<file path="src/rtl/vend_ctrl_param.sv">
`default_nettype none
// ============================================================================
// Module   : vend_ctrl_param
// Purpose  : Parametrised coin vending controller with credit accumulation,
//            vend/change handshakes and cancel-refund path.
// Revision : 1.0 - initial release
// ============================================================================
module vend_ctrl_param #(
   parameter int CREDIT_W   = 4,
   parameter int PRICE      = 3,
   parameter int VAL_A      = 1,
   parameter int VAL_B      = 2,
   parameter int VAL_C      = 4,
   parameter int MAX_CREDIT = 15
) (
   input  logic                clk,
   input  logic                rst,
   input  logic [1:0]          coin,
   input  logic                cancel,
   input  logic                vend_ack,
   input  logic                chg_ack,
   output logic                vend_valid,
   output logic                chg_valid,
   output logic                coin_rej,
   output logic                refund,
   output logic [CREDIT_W-1:0] credit,
   output logic                busy
);

   localparam int SW = CREDIT_W + 1;
   localparam logic [SW-1:0]       C_VAL_A   = SW'(VAL_A);
   localparam logic [SW-1:0]       C_VAL_B   = SW'(VAL_B);
   localparam logic [SW-1:0]       C_VAL_C   = SW'(VAL_C);
   localparam logic [SW-1:0]       C_MAX     = SW'(MAX_CREDIT);
   localparam logic [SW-1:0]       C_PRICE_W = SW'(PRICE);
   localparam logic [CREDIT_W-1:0] C_PRICE   = CREDIT_W'(PRICE);
   localparam logic [CREDIT_W-1:0] C_ONE     = CREDIT_W'(1);

   typedef enum logic [1:0] {
      S_IDLE    = 2'd0,
      S_COLLECT = 2'd1,
      S_VEND    = 2'd2,
      S_CHANGE  = 2'd3
   } state_t;

   if (PRICE > MAX_CREDIT) begin : g_chk_price
      $error("vend_ctrl_param: PRICE exceeds MAX_CREDIT");
   end
   if ((VAL_A > MAX_CREDIT) || (VAL_B > MAX_CREDIT) || (VAL_C > MAX_CREDIT)) begin : g_chk_val
      $error("vend_ctrl_param: coin value exceeds MAX_CREDIT");
   end
   if (MAX_CREDIT > (2 ** CREDIT_W) - 1) begin : g_chk_max
      $error("vend_ctrl_param: MAX_CREDIT does not fit in CREDIT_W");
   end

   state_t              state_q, state_d;
   logic [CREDIT_W-1:0] credit_q, credit_d;
   logic                vend_valid_q, vend_valid_d;
   logic                chg_valid_q, chg_valid_d;
   logic                coin_rej_q, coin_rej_d;
   logic                refund_q, refund_d;
   logic                busy_q, busy_d;
   logic [SW-1:0]       val_w, sum_w;
   logic [CREDIT_W-1:0] rem_w;
   logic                coin_w;

   always_comb begin
      val_w = '0;
      case (coin)
         2'b01:   val_w = C_VAL_A;
         2'b10:   val_w = C_VAL_B;
         2'b11:   val_w = C_VAL_C;
         default: val_w = '0;
      endcase
   end

   assign coin_w = (coin != 2'b00);
   assign sum_w  = {1'b0, credit_q} + val_w;
   // VEND is only entered with credit >= PRICE, so this never underflows.
   assign rem_w  = credit_q - C_PRICE;

   always_comb begin
      state_d    = state_q;
      credit_d   = credit_q;
      refund_d   = refund_q;
      coin_rej_d = 1'b0;
      case (state_q)
         S_IDLE, S_COLLECT: begin
            if (coin_w) begin
               if (cancel || (sum_w > C_MAX)) begin
                  coin_rej_d = 1'b1;
               end else begin
                  credit_d = sum_w[CREDIT_W-1:0];
                  state_d  = (sum_w >= C_PRICE_W) ? S_VEND : S_COLLECT;
               end
            end
            if ((state_q == S_COLLECT) && cancel) begin
               state_d  = S_CHANGE;
               refund_d = 1'b1;
            end
         end
         S_VEND: begin
            coin_rej_d = coin_w;
            if (vend_ack) begin
               credit_d = rem_w;
               refund_d = 1'b0;
               state_d  = (rem_w != '0) ? S_CHANGE : S_IDLE;
            end
         end
         S_CHANGE: begin
            coin_rej_d = coin_w;
            if (chg_ack && (credit_q != '0)) begin
               credit_d = credit_q - C_ONE;
               if (credit_q == C_ONE) begin
                  state_d  = S_IDLE;
                  refund_d = 1'b0;
               end
            end
         end
         default: state_d = S_IDLE;
      endcase
      // Outputs are registered, so they are derived from the next state.
      vend_valid_d = (state_d == S_VEND);
      chg_valid_d  = (state_d == S_CHANGE) && (credit_d != '0);
      busy_d       = (state_d == S_VEND) || (state_d == S_CHANGE);
   end

   always_ff @(posedge clk) begin
      if (rst) begin
         state_q      <= S_IDLE;
         credit_q     <= '0;
         vend_valid_q <= 1'b0;
         chg_valid_q  <= 1'b0;
         coin_rej_q   <= 1'b0;
         refund_q     <= 1'b0;
         busy_q       <= 1'b0;
      end else begin
         state_q      <= state_d;
         credit_q     <= credit_d;
         vend_valid_q <= vend_valid_d;
         chg_valid_q  <= chg_valid_d;
         coin_rej_q   <= coin_rej_d;
         refund_q     <= refund_d;
         busy_q       <= busy_d;
      end
   end

   assign vend_valid = vend_valid_q;
   assign chg_valid  = chg_valid_q;
   assign coin_rej   = coin_rej_q;
   assign refund     = refund_q;
   assign credit     = credit_q;
   assign busy       = busy_q;

endmodule
`default_nettype wire

</file>
<file path="config.mk">
export PLATFORM = sky130hd
export DESIGN_NAME = vend_ctrl_param
export DESIGN_NICKNAME = d
export VERILOG_FILES = /design/src/rtl/vend_ctrl_param.sv
export SDC_FILE = /design/constraint.sdc
export NUM_CORES = 1
export LEC_CHECK = 0
export CAP_MARGIN = 20
export CORE_MARGIN = 8
export CORE_UTILIZATION = 25
export CTS_CLUSTER_DIAMETER = 80
export DETAILED_ROUTE_END_ITERATION = 12
export PLACE_DENSITY = 0.55
export RECOVER_POWER = 100
export SLEW_MARGIN = 20
export SYNTH_ARGS = -nofsm -noshare
export SYNTH_HDL_FRONTEND = slang
export SYNTH_SLANG_ARGS = --single-unit
</file>
<file path="constraint.sdc">
create_clock -name clk -period 4.71 [get_ports clk]
set_clock_uncertainty 0.05 [all_clocks]
set_input_delay 0.7065 -clock clk [delete_from_list [all_inputs] [get_ports clk]]
set_output_delay 0.7065 -clock clk [all_outputs]
set_load 0.02 [all_outputs]
</file>
* Word-level counts from Yosys, hierarchy flattened *
Cells that the tools add are included.

operators by class
  magnitude comparators = 2
  reduce and logical (&&, ||, !) cells = 13
  $add $sub $neg = 3
  multiplexer cells = 23
  equal/unequal tests = 13

operator list
  kind                 number
  $mux 2               8
  $mux 4               4
  $eq 2x2->1 const B   6
  $pmux 4 s3           1
  $reduce_bool 4->1    3
  $pmux 3 s3           1
  $ne 2x2->1 const B   4
  $mux 1               6
  $pmux 2 s3           1
  $add 4x5->5          1
  $ge 5x2->1 const B   1
  $gt 5x4->1 const B   1
  $eq 2x1->1 const B   2
  $eq 4x1->1 const B   1
  $reduce_and 4->1     1
  $reduce_or 2->1      2
  $sub 4x1->4 const B  1
  $sub 4x2->4 const B  1
  $logic_and 1x1->1    3
  $pmux 1 s3           1
  $logic_not 2->1      1
  $logic_or 1x1->1     2
  $pmux 1 s2           1
  $reduce_bool 2->1    1

word-level totals
  output and inout bits = 9
  flip-flop bits (word level) = 11
  logic and storage cells = 61
  input bits = 7

* Longest topological paths before layout *
  word-level depth = 11
  gate-level depth with buffers = 9
  gate-level depth less buffers = 9

* Least setup slack after synthesis *
Ideal clock, no wire load.

  path type = input-to-reg
  start = in coin[0]
  end = reg chg_valid_q, in the netlist chg_valid
  buffers on the path = 0
  data arrival time = 2390 ps
  setup time = 139 ps
  stages on the path = 9
  path slack = 2131 ps
  data required time = 4521 ps
  cell sequence = nor2b_1 > ha_1 > fa_1 > a21o_1 > a21oi_4 > mux2i_1 > o22ai_2 > a21oi_1 > a311oi_2

on the way
  cells in the longest elaborated chain, start to end = 11
  elaborated cells between the ends (all ways) = 20
  classes of those cells = 1 x add/sub; 2 x order compare; 4 x eq/ne; 9 x mux; 4 x reduce/logical

ends and longest elaborated chain
  what                                        RTL line  source
  start, declared                             18        input logic [1:0] coin,
  $eq 2x2->1 or $eq 2x1->1 (tied branches)    69        case (coin)
  $pmux 3 s3                                  69
  $add 4x5->5                                 78        assign sum_w = {1'b0, credit_q} + val_w;
  $ge 5x2->1 or $gt 5x4->1 (tied branches)    94, 90
  $mux 2 or $logic_or 1x1->1 (tied branches)  94, 90
  $mux 2                                      90        if (cancel || (sum_w > C_MAX)) begin
  $mux 2                                      89        if (coin_w) begin
  $mux 2                                      97        if ((state_q == S_COLLECT) && cancel) begin
  $pmux 2 s3                                  87        case (state_q)
  $eq 2x2->1                                  124       chg_valid_d = (state_d == S_CHANGE) && (credit_d != '0);
  $logic_and 1x1->1 (*)                       124
  end signal, assigned                        141       chg_valid_q <= chg_valid_d;
  end, declared                               59        logic chg_valid_q, chg_valid_d;

Every way passes the cells marked *; elsewhere a longest branch is shown, timed or not.
A chain may end at the register's enable or synchronous reset.

* Final worst setup path *
Same ends and word-level chain as after synthesis.

==> results.json <==
{
  "status": "completed",
  "finalSetupTns_ps": 0,
  "antenna_cells": 0,
  "p_per_area_nw_per_um2": 475,
  "clock-sinks": 10,
  "yosysUniqueCellTypes": 46,
  "netlist_area_um2": 905,
  "fin_nets": 135,
  "cts_hold_buf": 0,
  "synth_mux_area_share_pct": 2.21,
  "antenna_left": 0,
  "syn-num-nets": 120,
  "fin_cells": 167,
  "num_vias": 831,
  "min_to": "refund",
  "synthAdderAreaFrac_pct": 11.9,
  "worst_ep_arrival_time_ps": 3380,
  "synth_compound_area_share_pct": 30.0,
  "yosys_most_used_dff": "dfxtp_1",
  "core_area_um2": 3580,
  "syn_to_final_growth_pct": 19.9,
  "timing_hold_violations_final": 0,
  "gp_congestion": 0.855,
  "dieArea_um2": 5800,
  "period_share_pct": 70.2,
  "ys_async_sr_fraction_pct": 0,
  "layout-drive-gt1-share_pct": 11.8,
  "holdCritStartpoint": "refund",
  "cts_setup_buffers": 0,
  "finalMaxSlewViolations": 0,
  "synth_top_family_by_area": "compound AO/OA/AOI/OAI gates",
  "insertion_delay_ps": 260,
  "total_power_mw": 0.515,
  "synth-edff-count": 0,
  "grtUsageTotal_pct": 8.01,
  "slew_headroom_pct": 59.9,
  "antenna_found_initial": 0,
  "synthSimpleGateAreaFrac_pct": 21.3,
  "cts_made_buffers": 3,
  "ir_worst_vdd_v": 0.000161,
  "nFillCells": 387,
  "htreeDepth": 1,
  "worstHoldPathType": "reg -> reg",
  "min_period_ps": 3310,
  "synth_cells": 105,
  "dr.first_iter.drc_count": 97,
  "grt_pass1_vias": 846,
  "clockRootBuffer": "clkbuf_4",
  "drt-pass1-iter-count": 4,
  "start_kind": "primary input",
  "clk_pin_slew_ps": 70,
  "critPathMaxFanout": 6,
  "hpwl_mm": 1.75,
  "grt_max_degree": 19,
  "cap_violations": 0,
  "io_buffers": 15,
  "rsz0062_at_grt": "false",
  "die_w_um": 76.2,
  "initial_core_util_pct": 25.3,
  "setup_ws_ps": 1400,
  "rr_worst_depth": 8,
  "leakagePower_nw": 0.446,
  "wl_mm": 2.22,
  "via_per_inst": 4.98,
  "dp_slack_ps": 1480,
  "required_ps": 4790,
  "wire_per_inst_um": 13.3,
  "grt.overflow.total": 0,
  "timing.critical_path.to_type": "register",
  "r2r_slack_ps": 2110,
  "syn_avg_cell_area_um2": 8.62,
  "cts_resized": 0,
  "worst_pin_slew_ps": 600,
  "cts_tree": "yes",
  "cts_buffer_depth": 2,
  "die_y_um": 76.2,
  "yosys_warnings": 0,
  "finalSetupViolCount": 0,
  "io_pins": 16,
  "path_class": "in -> reg",
  "rr_endpoint": "chg_valid",
  "fmax_mhz": 303,
  "grt_pass1_wl_mm": 3.93,
  "drc": 0,
  "min_path_cells": 2,
  "regToRegStartpoint": "credit[0]",
  "ys_seq_area_share_pct": 22.1,
  "placedCellCount": 163,
  "synth_seq_cells": 10,
  "num_rows": 22,
  "synthXorXnorAreaFrac_pct": 3.87
}
power breakdown:
| part | internal [mW] | leakage, nW | switching, mW |
|---|---|---|---|
| sequential | 0.108 | 0.0823 | 0.0543 |
| combinational | 0.128 | 0.342 | 0.150 |
| clock | 0.0469 | 0.0210 | 0.0282 |
| total | 0.283 | 0.446 | 0.232 |
cells in the final DEF, fill, tap and decap left out, types with 3 or more instances in the layout:
cell             count
nor2_1              10
dfxtp_1             10
dlygate4sd3_1       10
o21ai_0              9
ha_1                 7
inv_1                6
a21oi_1              6
clkdlybuf4s50_1      5
nor2b_1              4
nand2_1              4
a31oi_1              4
clkbuf_4             3
worst max path at each step:
stage / startpoint / to / slack, ps / cells after the start
finish: coin[0] / chg_valid / 1400 / 10
global route: coin[0] / state_q[1] / 1200 / 9
CTS: coin[0] / chg_valid / 1750 / 10
detailed placement: coin[0] / chg_valid / 1480 / 10
global placement: coin[0] / chg_valid / 1460 / 10
floorplan: coin[0] / chg_valid / 2130 / 9
critical path, stage by stage:
cell and delay [ps]:
dlygate4sd3_1 580, nor2b_1 150, ha_1 210, fa_1 420, a21o_1 190, a21oi_1 430, mux2i_1 250, nor2_1 50
a21oi_1 260, a311oi_2 130
cell families after synthesis:
| group | count (synthesis) |
|---|---|
| AO/OA/AOI/OAI | 37 |
| AND/OR/NAND/NOR | 33 |
| buffers and inverters | 11 |
| flip-flops | 10 |
| adder cells (fa/ha/maj) | 8 |
| XOR/XNOR | 4 |
| multiplexers | 2 |
layer usage:
| metal | GRT usage (%) | wire length [um] | share of wire (%) | up-vias |
|---|---|---|---|---|
| met5 | 0 | 0 | 0 | - |
| met1 | 9.36 | 996 | 45 | 400 |
| met2 | 13.5 | 1120 | 51 | 17 |
| met4 | 3.46 | 20 | 0.90 | 0 |
| met3 | 2.00 | 77 | 3.5 | 2 |
| li1 | - | - | - | 412 |
through the flow:
stage / util (%) / cell area, um^2 / hold WS, ps
6_report: 30.3 / 1080 / 422
2_1_floorplan: - / 905 / 484
5_1_grt: 30.3 / 1080 / 456
3_5_place_dp: 29.6 / 1060 / 421
3_3_place_gp: 29.6 / 1060 / 411
4_1_cts: 30.6 / 1100 / 430
flip-flops by register name (all words and copies together), names as in the netlist:
signal      cells
coin_rej        1
refund          1
state_q         2
credit          4
vend_valid      1
chg_valid       1
area by class of cell:
cell class / count / area (um^2) / share of cell area [%]
Multi-Input combinational cell: 84 / 616 / 56.7
Sequential cell: 10 / 200 / 18.5
Timing Repair Buffer: 15 / 150 / 13.8
Tap cell: 48 / 60.1 / 5.54
Clock buffer: 4 / 36.3 / 3.34
Inverter: 6 / 22.5 / 2.08
cell usage after synthesis (2+ instances only):
| master | number | share of area [%] |
|---|---|---|
| a21o_1 | 2 | 1.7 |
| a31oi_1 | 4 | 2.8 |
| inv_1 | 6 | 2.5 |
| ha_1 | 7 | 9.7 |
| clkbuf_8 | 2 | 3.0 |
| buf_6 | 2 | 2.5 |
| a21oi_1 | 5 | 2.8 |
| a32oi_1 | 2 | 1.9 |
| xnor2_1 | 2 | 1.9 |
| o21ai_0 | 9 | 5.0 |
| o21bai_1 | 2 | 1.7 |
| xor2_1 | 2 | 1.9 |
| nor2_1 | 10 | 4.1 |
| dfxtp_1 | 10 | 22 |
| nand2_1 | 4 | 1.7 |
| nor2b_1 | 4 | 2.8 |
| mux2i_1 | 2 | 2.2 |
| and2_1 | 2 | 1.4 |
(Power assumes the default switching activity.)
